`config.mk`:
```
export PLATFORM = sky130hd
export DESIGN_NAME = pipe_arbiter_flat
export DESIGN_NICKNAME = d
export VERILOG_FILES = /design/src/rtl/pipe_arbiter_if.sv /design/src/rtl/pipe_arbiter.sv /design/src/flat_wrapper.sv
export SDC_FILE = /design/constraint.sdc
export NUM_CORES = 1
export LEC_CHECK = 0
export ABC_AREA = 1
export BUFFER_PORTS_ARGS = -buffer_cell sky130_fd_sc_hd__buf_2
export CELL_PAD_IN_SITES_DETAIL_PLACEMENT = 1
export CELL_PAD_IN_SITES_GLOBAL_PLACEMENT = 2
export CORE_MARGIN = 5
export CORE_UTILIZATION = 32
export DETAILED_ROUTE_END_ITERATION = 12
export HOLD_SLACK_MARGIN = 0.08
export PLACE_DENSITY = 0.8
export SLEW_MARGIN = 20
export SYNTH_ARGS = -nofsm -noshare
export SYNTH_HDL_FRONTEND = slang
export SYNTH_SLANG_ARGS = --single-unit
```
`constraint.sdc`:
```
create_clock -name ck -period 3.4 [get_ports ck]
set_clock_uncertainty 0.15 [all_clocks]
set_input_delay 0.68 -clock ck [delete_from_list [all_inputs] [get_ports ck]]
set_output_delay 0.68 -clock ck [all_outputs]
set_load 0.01 [all_outputs]
```
`src/rtl/pipe_arbiter_if.sv`:
```
// Handshake bundle between channel engines and the shared-unit arbiter.
// The lock vector exists only when PIPE_ARB_LOCK_EN is defined.
interface pipe_arbiter_if #(
   parameter int N    = 4,
   parameter int SELW = 2
);
   logic            en;
   logic [N-1:0]    req;
`ifdef PIPE_ARB_LOCK_EN
   logic [N-1:0]    lock;
`endif
   logic [N-1:0]    grant;
   logic            in_valid;
   logic [SELW-1:0] sel;
   logic [N-1:0]    done;
   logic            busy;

`ifdef PIPE_ARB_LOCK_EN
   modport master (output en, req, lock, input grant, in_valid, sel, done, busy);
   modport slave  (input en, req, lock, output grant, in_valid, sel, done, busy);
`else
   modport master (output en, req, input grant, in_valid, sel, done, busy);
   modport slave  (input en, req, output grant, in_valid, sel, done, busy);
`endif
endinterface

```
`src/rtl/pipe_arbiter.sv`:
```
// Round-robin arbiter for a shared fixed-latency DSP unit, with a tag pipeline
// routing each result strobe back to its issuer. Optional burst lock: PIPE_ARB_LOCK_EN.
module pipe_arbiter #(
   parameter int N       = 4,
   parameter int LATENCY = 3,
   parameter int SELW    = 2
) (
   input  logic          ck,
   input  logic          rst,
   pipe_arbiter_if.slave bus
);

   localparam logic [N-1:0]    ONE  = {{(N-1){1'b0}}, 1'b1};
   localparam logic [SELW-1:0] LAST = SELW'(N - 1);

   logic [N-1:0]       r_grant;
   logic               r_in_valid;
   logic [SELW-1:0]    r_sel;
   logic [SELW-1:0]    r_ptr;
   logic [LATENCY-1:0] r_tag_vld;
   logic [SELW-1:0]    r_tag_sel [LATENCY];

   logic [N-1:0]       w_elig;
   logic               w_found;
   logic               w_hold;
   logic [SELW-1:0]    w_win;
   logic [SELW-1:0]    w_ptr_nxt;

   always_comb begin
      int idx;
      w_hold  = 1'b0;
`ifdef PIPE_ARB_LOCK_EN
      w_hold  = r_in_valid && bus.lock[r_sel] && bus.req[r_sel];
`endif
      w_elig  = bus.req & ~r_grant;
      w_found = 1'b0;
      w_win   = r_ptr;
      idx     = 0;
      for (int i = 0; i < N; i++) begin
         idx = int'(r_ptr) + i;
         if (idx >= N) idx = idx - N;
         if (!w_found && w_elig[idx]) begin
            w_found = 1'b1;
            w_win   = SELW'(idx);
         end
      end
      // A locked grantee bypasses both the mask and the pointer.
      if (w_hold) begin
         w_found = 1'b1;
         w_win   = r_sel;
      end
      w_ptr_nxt = (w_win == LAST) ? '0 : w_win + 1'b1;
   end

   // Issue stage: grant / in_valid / sel registered from this cycle's decision
   always_ff @(posedge ck) begin
      if (rst) begin
         r_grant    <= '0;
         r_in_valid <= 1'b0;
         r_sel      <= '0;
         r_ptr      <= '0;
      end else begin
         r_grant    <= '0;
         r_in_valid <= 1'b0;
         if (bus.en && w_found) begin
            r_grant    <= ONE << w_win;
            r_in_valid <= 1'b1;
            r_sel      <= w_win;
            if (!w_hold) r_ptr <= w_ptr_nxt;
         end
      end
   end

   // Tag stages: valid bits are control, select indices are plain data
   always_ff @(posedge ck) begin
      if (rst) begin
         r_tag_vld <= '0;
      end else begin
         r_tag_vld[0] <= r_in_valid;
         for (int i = 1; i < LATENCY; i++) r_tag_vld[i] <= r_tag_vld[i-1];
      end
   end

   always_ff @(posedge ck) begin
      r_tag_sel[0] <= r_sel;
      for (int i = 1; i < LATENCY; i++) r_tag_sel[i] <= r_tag_sel[i-1];
   end

   assign bus.grant    = r_grant;
   assign bus.in_valid = r_in_valid;
   assign bus.sel      = r_sel;
   assign bus.done     = r_tag_vld[LATENCY-1] ? (ONE << r_tag_sel[LATENCY-1]) : '0;
   assign bus.busy     = r_in_valid | (|r_tag_vld);

endmodule

```
`src/flat_wrapper.sv`:
```
// flat-port wrapper written by rule: the top's interface ports become plain ports
module pipe_arbiter_flat 
#(
   parameter int N       = 4,
   parameter int LATENCY = 3,
   parameter int SELW    = 2
)
  (ck, rst, bus_en, bus_req, bus_grant, bus_in_valid, bus_sel, bus_done, bus_busy);
  pipe_arbiter_if #(.N(N), .SELW(SELW)) bus_i ();
  input  logic ck;
  input  logic rst;
  input wire logic [$bits(bus_i.en)-1:0] bus_en;
  input wire logic [$bits(bus_i.req)-1:0] bus_req;
  output wire logic [$bits(bus_i.grant)-1:0] bus_grant;
  output wire logic [$bits(bus_i.in_valid)-1:0] bus_in_valid;
  output wire logic [$bits(bus_i.sel)-1:0] bus_sel;
  output wire logic [$bits(bus_i.done)-1:0] bus_done;
  output wire logic [$bits(bus_i.busy)-1:0] bus_busy;
  assign bus_i.en = bus_en;
  assign bus_i.req = bus_req;
  assign bus_grant = bus_i.grant;
  assign bus_in_valid = bus_i.in_valid;
  assign bus_sel = bus_i.sel;
  assign bus_done = bus_i.done;
  assign bus_busy = bus_i.busy;
  pipe_arbiter #(.N(N), .LATENCY(LATENCY), .SELW(SELW)) u_core (.ck(ck), .rst(rst), .bus(bus_i));
endmodule
```
Word level (Yosys, flattened, before mapping)
Memories as Yosys holds them, arrays and structs flattened.
Cells that the tools add are included.
- add/subtract/negate cells: 8
- magnitude comparators: 8
- equal/unequal tests: 1
- shift-type cells: 2
- muxes and demuxes: 27
- bitwise gates (word level): 4
- reductions and logical operators: 9
- operators with widths (cell ; count):
    $lt A32 B4 Y1 const B ; 4
    $mux W32 ; 4
    $ge A32 B4 Y1 const B ; 3
    $sub A32 B4 Y32 const B ; 3
    $mux W1 ; 13
    $mux W2 ; 5
    $bmux W1 S2 ; 4
    $shl A1 B2 Y4 const A ; 2
    $add A2 B2 Y3 const B ; 2
    $and A4 B4 Y4 ; 1
    $logic_and A1 B1 Y1 ; 4
    $mux W4 ; 1
    $not A4 Y4 ; 1
    $sub A2 B3 Y4 const B ; 1
    $add A2 B1 Y3 const B ; 1
    $ge A2 B3 Y1 const B ; 1
    $logic_not A1 Y1 ; 3
    $reduce_or A3 Y1 ; 1
    $add A2 B1 Y2 const B ; 1
    $eq A2 B2 Y1 const B ; 1
    $reduce_or A2 Y1 ; 1
    $not A1 Y1 ; 1
    $or A1 B1 Y1 ; 1
- flip-flop bits (word level): 12
- RAM bits: 6
- bits of input ports: 7
- output and inout port bits: 12
- logic and storage cells: 65
- memories kept: 1
- memories (memory ; words ; width ; rd ports ; clocked after memory_dff ; write ports ; RTL line ; text):
    u_core.r_tag_sel ; 3 ; 2 ; 3 ; 0 ; 3 ; pipe_arbiter.sv:21 ; logic [SELW-1:0] r_tag_sel [LATENCY];

Logic depth before layout (Yosys ltp)
Gate-level depths: netlist of run 1.
- word-level depth: 18
- mapped depth: 15
- mapped depth without buffers: 14

Worst setup path before layout of run 1
OpenSTA, ideal clock, no wires.
- path kind: input to register
- start point: input port bus_req[1]
- end point: register u_core.r_ptr[1]
- setup time: 0.122 ns
- arrival time: 1.519 ns
- data required time: 3.128 ns
- slack: 1.610 ns
- cell stages on the path: 11
- path buffers: 0
- cells stage by stage: nand3_1 -> nand3_1 -> nand2_1 -> inv_1 -> nand3_1 -> nand2_1 -> nand2_1 -> nand2_2 -> nand2_2 -> nand2_1 -> nand3_1
- longest elaborated chain between the ends: 16
- elaborated cells between the ends (all ways): 31
- classes of those cells: add/sub (1); eq/ne (1); mux (21); bitwise (1); reduce/logical (7)
- RTL lines (what ; RTL line ; text):
    from (decl) ; flat_wrapper.sv:13 ; input wire logic [$bits(bus_i.req)-1:0] bus_req;
    $and A4 B4 Y4 * ; pipe_arbiter.sv:35 ; w_elig = bus.req & ~r_grant;
    $bmux W1 S2 ; pipe_arbiter.sv:42 ; if (!w_found && w_elig[idx]) begin
    $mux W1 (implied by the code) (2 in series) ; pipe_arbiter.sv:42 ;
    $mux W1 ; pipe_arbiter.sv:42 ;
    $logic_not A1 Y1 ; pipe_arbiter.sv:42 ;
    $logic_and A1 B1 Y1 ; pipe_arbiter.sv:42 ;
    $mux W1 ; pipe_arbiter.sv:42 ;
    $logic_not A1 Y1 ; pipe_arbiter.sv:42 ;
    $logic_and A1 B1 Y1 ; pipe_arbiter.sv:42 ;
    $mux W1 ; pipe_arbiter.sv:42 ;
    $logic_not A1 Y1 ; pipe_arbiter.sv:42 ;
    $logic_and A1 B1 Y1 ; pipe_arbiter.sv:42 ;
    $mux W2 ; pipe_arbiter.sv:42 ;
    $add A2 B1 Y2 or $eq A2 B2 Y1 (tied branches) ; pipe_arbiter.sv:52 ; w_ptr_nxt = (w_win == LAST) ? '0 : w_win + 1'b1;
    $mux W2 ; pipe_arbiter.sv:52 ;
    to (signal assigned) ; pipe_arbiter.sv:69 ; if (!w_hold) r_ptr <= w_ptr_nxt;
    to (decl) ; pipe_arbiter.sv:19 ; logic [SELW-1:0] r_ptr;
Every way passes the cells marked *; elsewhere a longest branch is shown, timed or not. The select of a mux whose other input is x is not followed.
A chain may end at the register's enable or synchronous reset.

Worst setup path in the final report of run 1
- start point: register u_core.r_ptr[0]
- end point: register u_core.r_ptr[1]
- longest elaborated chain between the ends: 17
- elaborated cells between the ends (all ways): 45
- classes of those cells: add/sub (8); order compare (4); eq/ne (1); mux (25); reduce/logical (7)
- RTL lines (what):
    parallel branches: the longest is 17 deep, another holds $sub A32 B4 Y32
Several ways; the timed one is not identified. The select of a mux whose other input is x is not followed.

==> flow_summary.json, run 1 <==
{
  "finalSetupTns_ns": 0,
  "setup.worst_path.start_class": "flop",
  "run_status": "finished, final reports clean",
  "die_x_um": 63.0,
  "postRouteWirelength_um": 2170,
  "cp_max_fo": 10,
  "gr-usage-all-layers_pct": 11.4,
  "arrival_ns": 2.08,
  "initial_utilization_pct": 32.9,
  "max_slew_margin_pct": 65.5,
  "detailroute.via_count": 809,
  "mapped_cell_area_um2": 900,
  "cts_htree_levels": 1,
  "unrepaired_setup_endpoints_after_global_routing": "no",
  "hold_path_class": "reg2reg",
  "cts.root.buffer_cell": "sky130_fd_sc_hd__clkbuf_4",
  "setup_viol": 0,
  "hpwl_um": 1840,
  "grt_pass1_vias": 788,
  "power.static_leakage_nw": 0.523,
  "synth_top_cells_by_count": "sky130_fd_sc_hd__nand2_1, sky130_fd_sc_hd__dfxtp_1, sky130_fd_sc_hd__nand3_1",
  "route.detailed.vias_per_inst": 4.84,
  "top_cells_by_area_synth": "sky130_fd_sc_hd__dfxtp_1, sky130_fd_sc_hd__nand3_1, sky130_fd_sc_hd__nand2_1",
  "syn-num-nets": 123,
  "achievable-frequency_mhz": 485,
  "ys_seq_elements": 18,
  "grt_first_pass_wirelength_um": 3670,
  "post-route-period-util_pct": 60.6,
  "drt.antenna.violating_nets": 0,
  "ioPinCount": 19,
  "post-route-min-period_ns": 2.06,
  "synth_top_flop_cell": "sky130_fd_sc_hd__dfxtp_1",
  "die-area_um2": 3970,
  "syn_avg_cell_area_um2": 7.76,
  "tritoncts_num_sinks": 18,
  "cts_tree": "built",
  "max_cap_check_violation_count": 0,
  "instances_no_fill": 167,
  "worst_skew_pair.late_latency_ns": 0.28,
  "irDropWorstVdd_mv": 0.456,
  "sequential_fraction_of_the_synthesis_area_pct": 40.1,
  "hold_viol": 0,
  "clk_path_buf_depth": 2,
  "drt_first_iter_violations": 36,
  "num-nets-final": 145,
  "detailed_place.area_um2": 1020,
  "drv_slew": 0,
  "placedCellCount": 164,
  "core_area_um2": 2730,
  "drt_pass1_iterations": 4,
  "worst_slew_pin_slew_ns": 0.516,
  "grt_antenna_before_repair": 0,
  "synth_largest_area_cell": "sky130_fd_sc_hd__dfxtp_1",
  "die-height_um": 63.0,
  "yosys_warnings": 0,
  "globalplace.congestion": 0.790,
  "asyncSetResetFlopFracSynth_pct": 0,
  "io_buffer_count": 18,
  "post_cts_resized": 0,
  "placementRows": 19,
  "critical_path_required_ns": 3.42,
  "synth-edff-count": 0,
  "areaGrowthSynthToFinish_pct": 15.6,
  "clkSlewWorstSetupHoldPaths_ns": 0.09,
  "dr_drc_count": 0,
  "cell_with_the_most_instances_after_synthesis": "sky130_fd_sc_hd__nand2_1",
  "critPathKind": "reg2reg",
  "grt_max_degree": 11,
  "diodes": 0,
  "post-cts-setup-buffer-count": 0,
  "synth_top_area_share_pct": 40.1,
  "cts_hold_buffers": 0,
  "postSynthCellCount": 116,
  "finish.instance_area_um2": 1040,
  "worst_setup_path_end_kind": "flop",
  "routed_wirelength_normalized_by_instance_count_um": 13.0,
  "power-per-cell-area_nw_per_um2": 978,
  "cts-buffers-inserted": 3,
  "gr-total-overflow": 0,
  "yosysUniqueCellTypes": 20,
  "drive_gt1_share_pct": 36.8
}
## placed cells by master, fill, tap and decap left out, drive strengths merged
cell    synthesis  layout
nand3          24      24
clkinv          1       1
nand2          34      34
nand4           4       4
clkbuf          0       3
buf             1      18
and2            1       1
a21oi           2       2
o21ai           1       1
nor2            7       7
dfxtp          18      18
inv            19      19
nor3            4       4
## metrics by stage
stage	total power, mW	setup slack [ns]	hold WS [ns]	util, %
floorplan	0.794	1.61	0.160	-
global placement	0.915	1.32	0.162	37.2
detailed placement	0.931	1.30	0.163	37.2
CTS	1.03	1.33	0.186	38.0
global route	1.10	1.13	0.196	38.0
finish	1.02	1.34	0.184	38.0
## layout make-up
type                            instances  area [um2]
Timing Repair Buffer                   18        90.1
Tap cell                               31        38.8
Sequential cell                        18         360
Fill cell                             348        1690
Multi-Input combinational cell         77         447
Clock buffer                            3        22.5
Inverter                               20        81.3
## critical path: stages, from the launching register on
cell	delay, ns
sky130_fd_sc_hd__dfxtp_1	0.65
sky130_fd_sc_hd__nand3_1	0.22
sky130_fd_sc_hd__nand3_1	0.13
sky130_fd_sc_hd__nand2_1	0.10
sky130_fd_sc_hd__inv_1	0.14
sky130_fd_sc_hd__nand3_1	0.09
sky130_fd_sc_hd__nand2_1	0.07
sky130_fd_sc_hd__nand2_1	0.06
sky130_fd_sc_hd__nand2_2	0.09
sky130_fd_sc_hd__nand2_2	0.08
sky130_fd_sc_hd__nand2_1	0.10
sky130_fd_sc_hd__nand3_1	0.07
## path summary, 6_finish.rpt
path	startpoint	endpoint	slack, ns	depth (start not counted)
worst min-delay path	u_core.r_tag_sel[0][1]	u_core.r_tag_sel[0][3]	0.18	0
worst max register to register	u_core.r_ptr[0]	u_core.r_ptr[1]	1.34	11
worst min register to register	u_core.r_tag_sel[0][1]	u_core.r_tag_sel[0][3]	0.18	0
worst max-delay path	u_core.r_ptr[0]	u_core.r_ptr[1]	1.34	11
## per-layer routing
metal  track usage [%]  vias up  part of all wire, %
met5                 0        -                    0
met4             0.796        0                    0
met3              4.50        0                  5.2
met2              17.9       15                   47
met1              15.1      383                   48
li1                  -      411                    -
## cells by family (layout without fill, tap and decap cells)
group,count (synthesis),after routing,share of synthesized area (%)
AO/OA/AOI/OAI,3,3,2.50
buffers and inverters,21,41,10.3
flip-flops,18,18,40.1
AND/OR/NAND/NOR,74,74,47.1
## report_power, final
part | internal (mW) | switching (mW) | total, mW
sequential | 0.285 | 0.0626 | 0.347
combinational | 0.185 | 0.387 | 0.572
clock | 0.0411 | 0.0560 | 0.0971
## flip-flops by register name, indices dropped and copies added (netlist names)
name	flops
u_core.bus.grant	4
u_core.bus.in_valid	1
u_core.bus.sel	2
u_core.r_ptr	2
u_core.r_tag_sel	6
u_core.r_tag_vld	3
No activity file was read; power rests on OpenSTA's default activity.
==> run 2, diff against run 1 <==
--- a/config.mk
+++ b/config.mk
@@ -5,15 +5,15 @@
 export SDC_FILE = /design/constraint.sdc
 export NUM_CORES = 1
 export LEC_CHECK = 0
-export ABC_AREA = 1
+export ABC_AREA = 0
 export BUFFER_PORTS_ARGS = -buffer_cell sky130_fd_sc_hd__buf_2
 export CELL_PAD_IN_SITES_DETAIL_PLACEMENT = 1
 export CELL_PAD_IN_SITES_GLOBAL_PLACEMENT = 2
 export CORE_MARGIN = 5
-export CORE_UTILIZATION = 32
+export CORE_UTILIZATION = 30
 export DETAILED_ROUTE_END_ITERATION = 12
 export HOLD_SLACK_MARGIN = 0.08
-export PLACE_DENSITY = 0.8
+export PLACE_DENSITY = 0.72
 export SLEW_MARGIN = 20
 export SYNTH_ARGS = -nofsm -noshare
 export SYNTH_HDL_FRONTEND = slang
==> constraint.sdc (replaced) <==
create_clock -name ck -period 2 [get_ports ck]
set_clock_uncertainty 0.15 [all_clocks]
set_input_delay 0.4 -clock ck [delete_from_list [all_inputs] [get_ports ck]]
set_output_delay 0.4 -clock ck [all_outputs]
set_load 0.01 [all_outputs]
==> flow_summary.json, run 2 <==
{
  "post-route-period-util_pct": 93.4,
  "hold_viol": 0,
  "post-cts-setup-buffer-count": 0,
  "synth_top_flop_cell": "sky130_fd_sc_hd__dfxtp_1",
  "grt_first_pass_wirelength_um": 2340,
  "synth-edff-count": 0,
  "whs_ns": 0.184,
  "drv_slew": 0,
  "top_cells_by_area_synth": "sky130_fd_sc_hd__dfxtp_1, sky130_fd_sc_hd__nor2b_4, sky130_fd_sc_hd__o41ai_4",
  "cts_tree": "built",
  "unrepaired_setup_endpoints_after_global_routing": "no",
  "irDropWorstVdd_mv": 0.409,
  "n_fill_cell": 272,
  "syn_avg_cell_area_um2": 10.6,
  "drt.antenna.violating_nets": 0,
  "detailroute.via_count": 554,
  "core_area_um2": 2230,
  "hold_path_class": "reg2reg",
  "ys_seq_elements": 18,
  "holdPathEnd": "u_core.r_tag_sel[0][4]",
  "io_buffer_count": 18,
  "rr_endpoint": "u_core.r_ptr[1]",
  "hpwl_um": 1180,
  "ioPinCount": 19,
  "syn-num-nets": 74,
  "critPathKind": "reg2out",
  "die-height_um": 58.8,
  "post-route-min-period_ns": 1.87,
  "num-nets-final": 97,
  "placementRows": 17,
  "finalSetupTns_ns": 0,
  "reg2regPathDepth": 5,
  "drt_pass1_iterations": 4,
  "initial_utilization_pct": 31.9,
  "power.static_leakage_nw": 0.384,
  "sequential_fraction_of_the_synthesis_area_pct": 50.5,
  "grt_max_degree": 11,
  "die_x_um": 58.8,
  "cp_max_fo": 5,
  "grt_antenna_before_repair": 0,
  "synth_top_cells_by_count": "sky130_fd_sc_hd__dfxtp_1, sky130_fd_sc_hd__nor2_1, sky130_fd_sc_hd__nand2_1",
  "max_cap_check_violation_count": 0,
  "top_register": "u_core.r_tag_sel",
  "dr_drc_count": 0,
  "gr-usage-all-layers_pct": 9.19,
  "postSynthCellCount": 67,
  "postRouteWirelength_um": 1480,
  "worst_slew_pin_slew_ns": 0.418,
  "drt_first_iter_violations": 4,
  "achievable-frequency_mhz": 535,
  "drive_gt1_share_pct": 39.3,
  "setup.worst_path.start_class": "flop",
  "mapped_cell_area_um2": 713,
  "worst-r2r-setup-slack_ns": 0.40,
  "rr_startpoint": "u_core.bus.grant[1]",
  "grt_pass1_vias": 539,
  "route.detailed.vias_per_inst": 4.74,
  "worst_skew_pair.late_latency_ns": 0.30,
  "cell_with_the_most_instances_after_synthesis": "sky130_fd_sc_hd__dfxtp_1",
  "globalplace.congestion": 0.796,
  "clk_path_buf_depth": 2,
  "diodes": 0,
  "asyncSetResetFlopFracSynth_pct": 0,
  "largest_register_ffs": 6,
  "run_status": "finished, final reports clean",
  "worst_setup_path_end_kind": "primary output",
  "power-per-cell-area_nw_per_um2": 874,
  "routed_wirelength_normalized_by_instance_count_um": 12.7,
  "worstHoldPathCells": 0,
  "cts_hold_buffers": 0,
  "tritoncts_num_sinks": 18,
  "timing.hold.worst.start": "u_core.r_tag_sel[0][2]",
  "post_cts_resized": 0,
  "synth_largest_area_cell": "sky130_fd_sc_hd__dfxtp_1",
  "setup_viol": 0,
  "yosys_warnings": 0,
  "arrival_ns": 1.32,
  "synth_top_area_share_pct": 50.5,
  "clkSlewWorstSetupHoldPaths_ns": 0.10,
  "max_slew_margin_pct": 72.0,
  "die-area_um2": 3450,
  "gr-total-overflow": 0,
  "cts-buffers-inserted": 3,
  "yosysUniqueCellTypes": 29,
  "commonest_non_fill_non_tap_cells_in_the_layout": "sky130_fd_sc_hd__buf_2, sky130_fd_sc_hd__dfxtp_1, sky130_fd_sc_hd__nor2_1",
  "final_core_util_pct": 39.2,
  "cts.root.buffer_cell": "sky130_fd_sc_hd__clkbuf_4",
  "areaGrowthSynthToFinish_pct": 22.6,
  "cts_htree_levels": 1,
  "critical_path_required_ns": 1.45
}
-- run 2: cell count changes after synthesis, sizes merged, moves of 3 or more --
cell / delta
nand2: -28
nor2b: +6
nand3: -24
o21ai: +3
inv: -17
nand4: -4
nand2b: +3
-- run 2: area by class of cell --
type	count	area (um2)	share of cell area, %
clock buffer	4	36.3	4.15
multi-input combinational	47	345	39.5
sequential	18	360	41.2
inverter	2	7.51	0.858
tap	28	35.0	4.01
timing repair buffer	18	90.1	10.3
-- run 2: power by group --
group / internal, mW / switching [mW]
clock: 0.111 / 0.113
combinational: 0.0551 / 0.0761
sequential: 0.388 / 0.0212
-- run 2: worst max-delay path by stage --
| stage | startpoint | to | cells after the start |
|---|---|---|---|
| 4_1_cts | u_core.r_tag_vld[2] | bus_busy | 2 |
| 5_1_grt | u_core.r_tag_vld[2] | bus_busy | 2 |
| 3_5_place_dp | bus_req[1] | u_core.r_ptr[1] | 6 |
| 6_report | u_core.r_tag_vld[2] | bus_busy | 2 |
| 3_3_place_gp | bus_req[1] | u_core.r_ptr[1] | 6 |
| 2_1_floorplan | bus_req[1] | u_core.r_ptr[1] | 5 |
-- run 2: routing by layer --
layer	up-vias	global-route usage (%)	part of all wire, %
li1	281	-	-
met1	255	10.2	42
met5	-	0	0
met4	0	6.80	2.0
met2	16	15.0	49
met3	2	2.41	7.0
-- run 2: cells by family (layout without fill, tap and decap cells) --
family / Yosys count / in the layout / share of synthesized area, %
AO/OA/AOI/OAI: 16 / 16 / 21.1
buffers and inverters: 2 / 24 / 1.05
flip-flops: 18 / 18 / 50.5
AND/OR/NAND/NOR: 31 / 31 / 27.4
-- run 2: critical path: stages, from the launching register on --
cell and delay, ns:
sky130_fd_sc_hd__dfxtp_1 0.35, sky130_fd_sc_hd__or4_1 0.52, sky130_fd_sc_hd__buf_2 0.15
-- run 2: per-stage QoR --
step / cell area (um2) / total power, mW / setup slack [ns] / std cells
after global placement: 838 / 0.551 / 0.244 / 113
after detailed placement: 838 / 0.550 / 0.204 / 113
after global routing: 875 / 0.806 / 0.0811 / 117
final: 875 / 0.764 / 0.132 / 117
after floorplan: 713 / 0.507 / 0.402 / 67
after CTS: 875 / 0.778 / 0.120 / 117
==> run 3, diff against run 2 <==
==> constraint.sdc (replaced) <==
create_clock -name ck -period 1.78 [get_ports ck]
set_clock_uncertainty 0.15 [all_clocks]
set_input_delay 0.356 -clock ck [delete_from_list [all_inputs] [get_ports ck]]
set_output_delay 0.356 -clock ck [all_outputs]
set_load 0.01 [all_outputs]
==> flow_summary.json, run 3 (same netlist as run 2, synthesis figures left out) <==
{
  "power_switching_share_pct": 27.0,
  "placedCellCount": 114,
  "drv_slew": 0,
  "critical-path-slowest-cell": "sky130_fd_sc_hd__or4_4",
  "power.static_leakage_nw": 0.397,
  "detailroute.via_count": 572,
  "cts.root.buffer_cell": "sky130_fd_sc_hd__clkbuf_4",
  "post-route-min-period_ns": 1.78,
  "grt_pass1_vias": 554,
  "critical_path_depth": 2,
  "worst_skew_pair.late_latency_ns": 0.29,
  "critPathKind": "reg2out",
  "cts-buffers-inserted": 3,
  "worst_setup_path_end_kind": "primary output",
  "achievable-frequency_mhz": 563,
  "combPwrFrac_pct": 18.2,
  "cp_num_buf_inv": 1,
  "hold_viol": 0,
  "cellInternalPower_uw": 629,
  "gr-total-overflow": 0,
  "critical_path_required_ns": 1.27,
  "grt_antenna_before_repair": 0,
  "route.detailed.vias_per_inst": 4.81,
  "clock_power_share_pct": 28.4,
  "num-nets-final": 99,
  "pwr-share-seq_pct": 53.3,
  "critPathMaxStageDelay_ns": 0.52,
  "irDropWorstVdd_mv": 0.553,
  "instances_no_fill": 119,
  "critPathTopFamily": "simple AND/OR/NAND/NOR gates",
  "finish.instance_area_um2": 901,
  "worst_slew_pin_slew_ns": 0.396,
  "hpwl_um": 1230,
  "reg2regPathDepth": 5,
  "worstPathCellList": "or4_4, buf_6",
  "initial_utilization_pct": 31.9,
  "max_cap_check_violation_count": 0,
  "grt_first_pass_wirelength_um": 2390,
  "top_register": "u_core.r_tag_sel",
  "setup_viol": 0,
  "drive_gt1_share_pct": 42.9,
  "worstHoldPathCells": 0,
  "cts_htree_levels": 1,
  "clk_path_buf_depth": 2,
  "unrepaired_setup_endpoints_after_global_routing": "yes",
  "postRouteWirelength_um": 1490,
  "drt_pass1_iterations": 2,
  "setup.worst_path.start_class": "flop",
  "power-per-cell-area_nw_per_um2": 956,
  "gr-usage-all-layers_pct": 8.93,
  "cts_hold_buffers": 0,
  "io_buffer_count": 18,
  "cp_max_fo": 2,
  "max_slew_margin_pct": 73.5,
  "drt.antenna.violating_nets": 0,
  "post-route-period-util_pct": 99.8,
  "placementRows": 17,
  "die-area_um2": 3450,
  "die_x_um": 58.8,
  "detailed_place.area_um2": 846,
  "run_status": "finished, final reports clean",
  "arrival_ns": 1.27,
  "commonest_non_fill_non_tap_cells_in_the_layout": "sky130_fd_sc_hd__buf_2, sky130_fd_sc_hd__dfxtp_1, sky130_fd_sc_hd__nor2_1",
  "globalplace.congestion": 0.781,
  "hold_path_class": "reg2reg",
  "die-height_um": 58.8,
  "cts_tree": "built",
  "drt_first_iter_violations": 5,
  "ioPinCount": 19,
  "clkSlewWorstSetupHoldPaths_ns": 0.10,
  "areaGrowthSynthToFinish_pct": 26.3,
  "p_sw_uw": 232,
  "tritoncts_num_sinks": 18,
  "largest_register_ffs": 6,
  "routed_wirelength_normalized_by_instance_count_um": 12.5,
  "diodes": 0,
  "grt_max_degree": 11,
  "dr_drc_count": 0,
  "core_area_um2": 2230
}
[run 3: changes by cell type in the layout (fill, tap and decap cells not counted)]
| cell | change |
|---|---|
| sky130_fd_sc_hd__buf_2 | -1 |
| sky130_fd_sc_hd__buf_6 | +1 |
| sky130_fd_sc_hd__dfxtp_2 | +1 |
| sky130_fd_sc_hd__or4_4 | +1 |
| sky130_fd_sc_hd__or4_1 | -1 |
| sky130_fd_sc_hd__dfxtp_1 | -1 |
| sky130_fd_sc_hd__buf_4 | +2 |
[run 3: what timing repair did]
action,CTS,global route
setup buffers,1,0
gates resized for setup,1,2
setup endpoints to repair,1,1
pin swaps,1,1
[run 3: area by class of cell]
cell class / count / area [um2]
fill: 259 / 1330
sequential: 18 / 362
multi-input combinational: 47 / 349
timing repair buffer: 20 / 111
clock buffer: 4 / 36.3
tap: 28 / 35.0
inverter: 2 / 7.51
[run 3: metrics by stage]
| step | TNS, ns | hold slack [ns] | power, mW | utilization, % | setup slack, ns |
|---|---|---|---|---|---|
| after floorplan | 0 | 0.160 | 0.570 | - | 0.226 |
| after detailed placement | 0 | 0.167 | 0.622 | 37.9 | 0.0219 |
| after global routing | -0.0471 | 0.193 | 0.912 | 40.3 | -0.0471 |
| after CTS | -0.00745 | 0.191 | 0.871 | 39.9 | -0.00745 |
| after global placement | 0 | 0.160 | 0.620 | 37.9 | 0.0108 |
| final | 0 | 0.188 | 0.861 | 40.3 | 0.00324 |
[run 3: worst paths after layout]
check | to | slack (ns) | start
hold reg to reg | u_core.r_tag_sel[0][3] | 0.19 | u_core.r_tag_sel[0][1]
hold / removal | u_core.r_tag_sel[0][3] | 0.19 | u_core.r_tag_sel[0][1]
setup reg to reg | u_core.r_ptr[1] | 0.18 | u_core.bus.grant[1]
setup / recovery | bus_busy | 0.003 | u_core.r_tag_vld[2]
[run 3: power groups by stage]
stage               sequential, mW  combinational (mW)  clock [mW]
floorplan                    0.469               0.101           0
global placement             0.468               0.152           0
detailed placement           0.469               0.153           0
CTS                          0.460               0.154       0.257
global route                 0.464               0.171       0.276
finish                       0.459               0.157       0.245
[run 3: per-layer routing]
metal | routed length, um | vias up | global-route usage [%]
li1 | - | 286 | -
met3 | 117 | 0 | 3.95
met2 | 763 | 16 | 16.9
met4 | 0 | 0 | 1.94
met1 | 604 | 270 | 8.86
met5 | 0 | - | 0
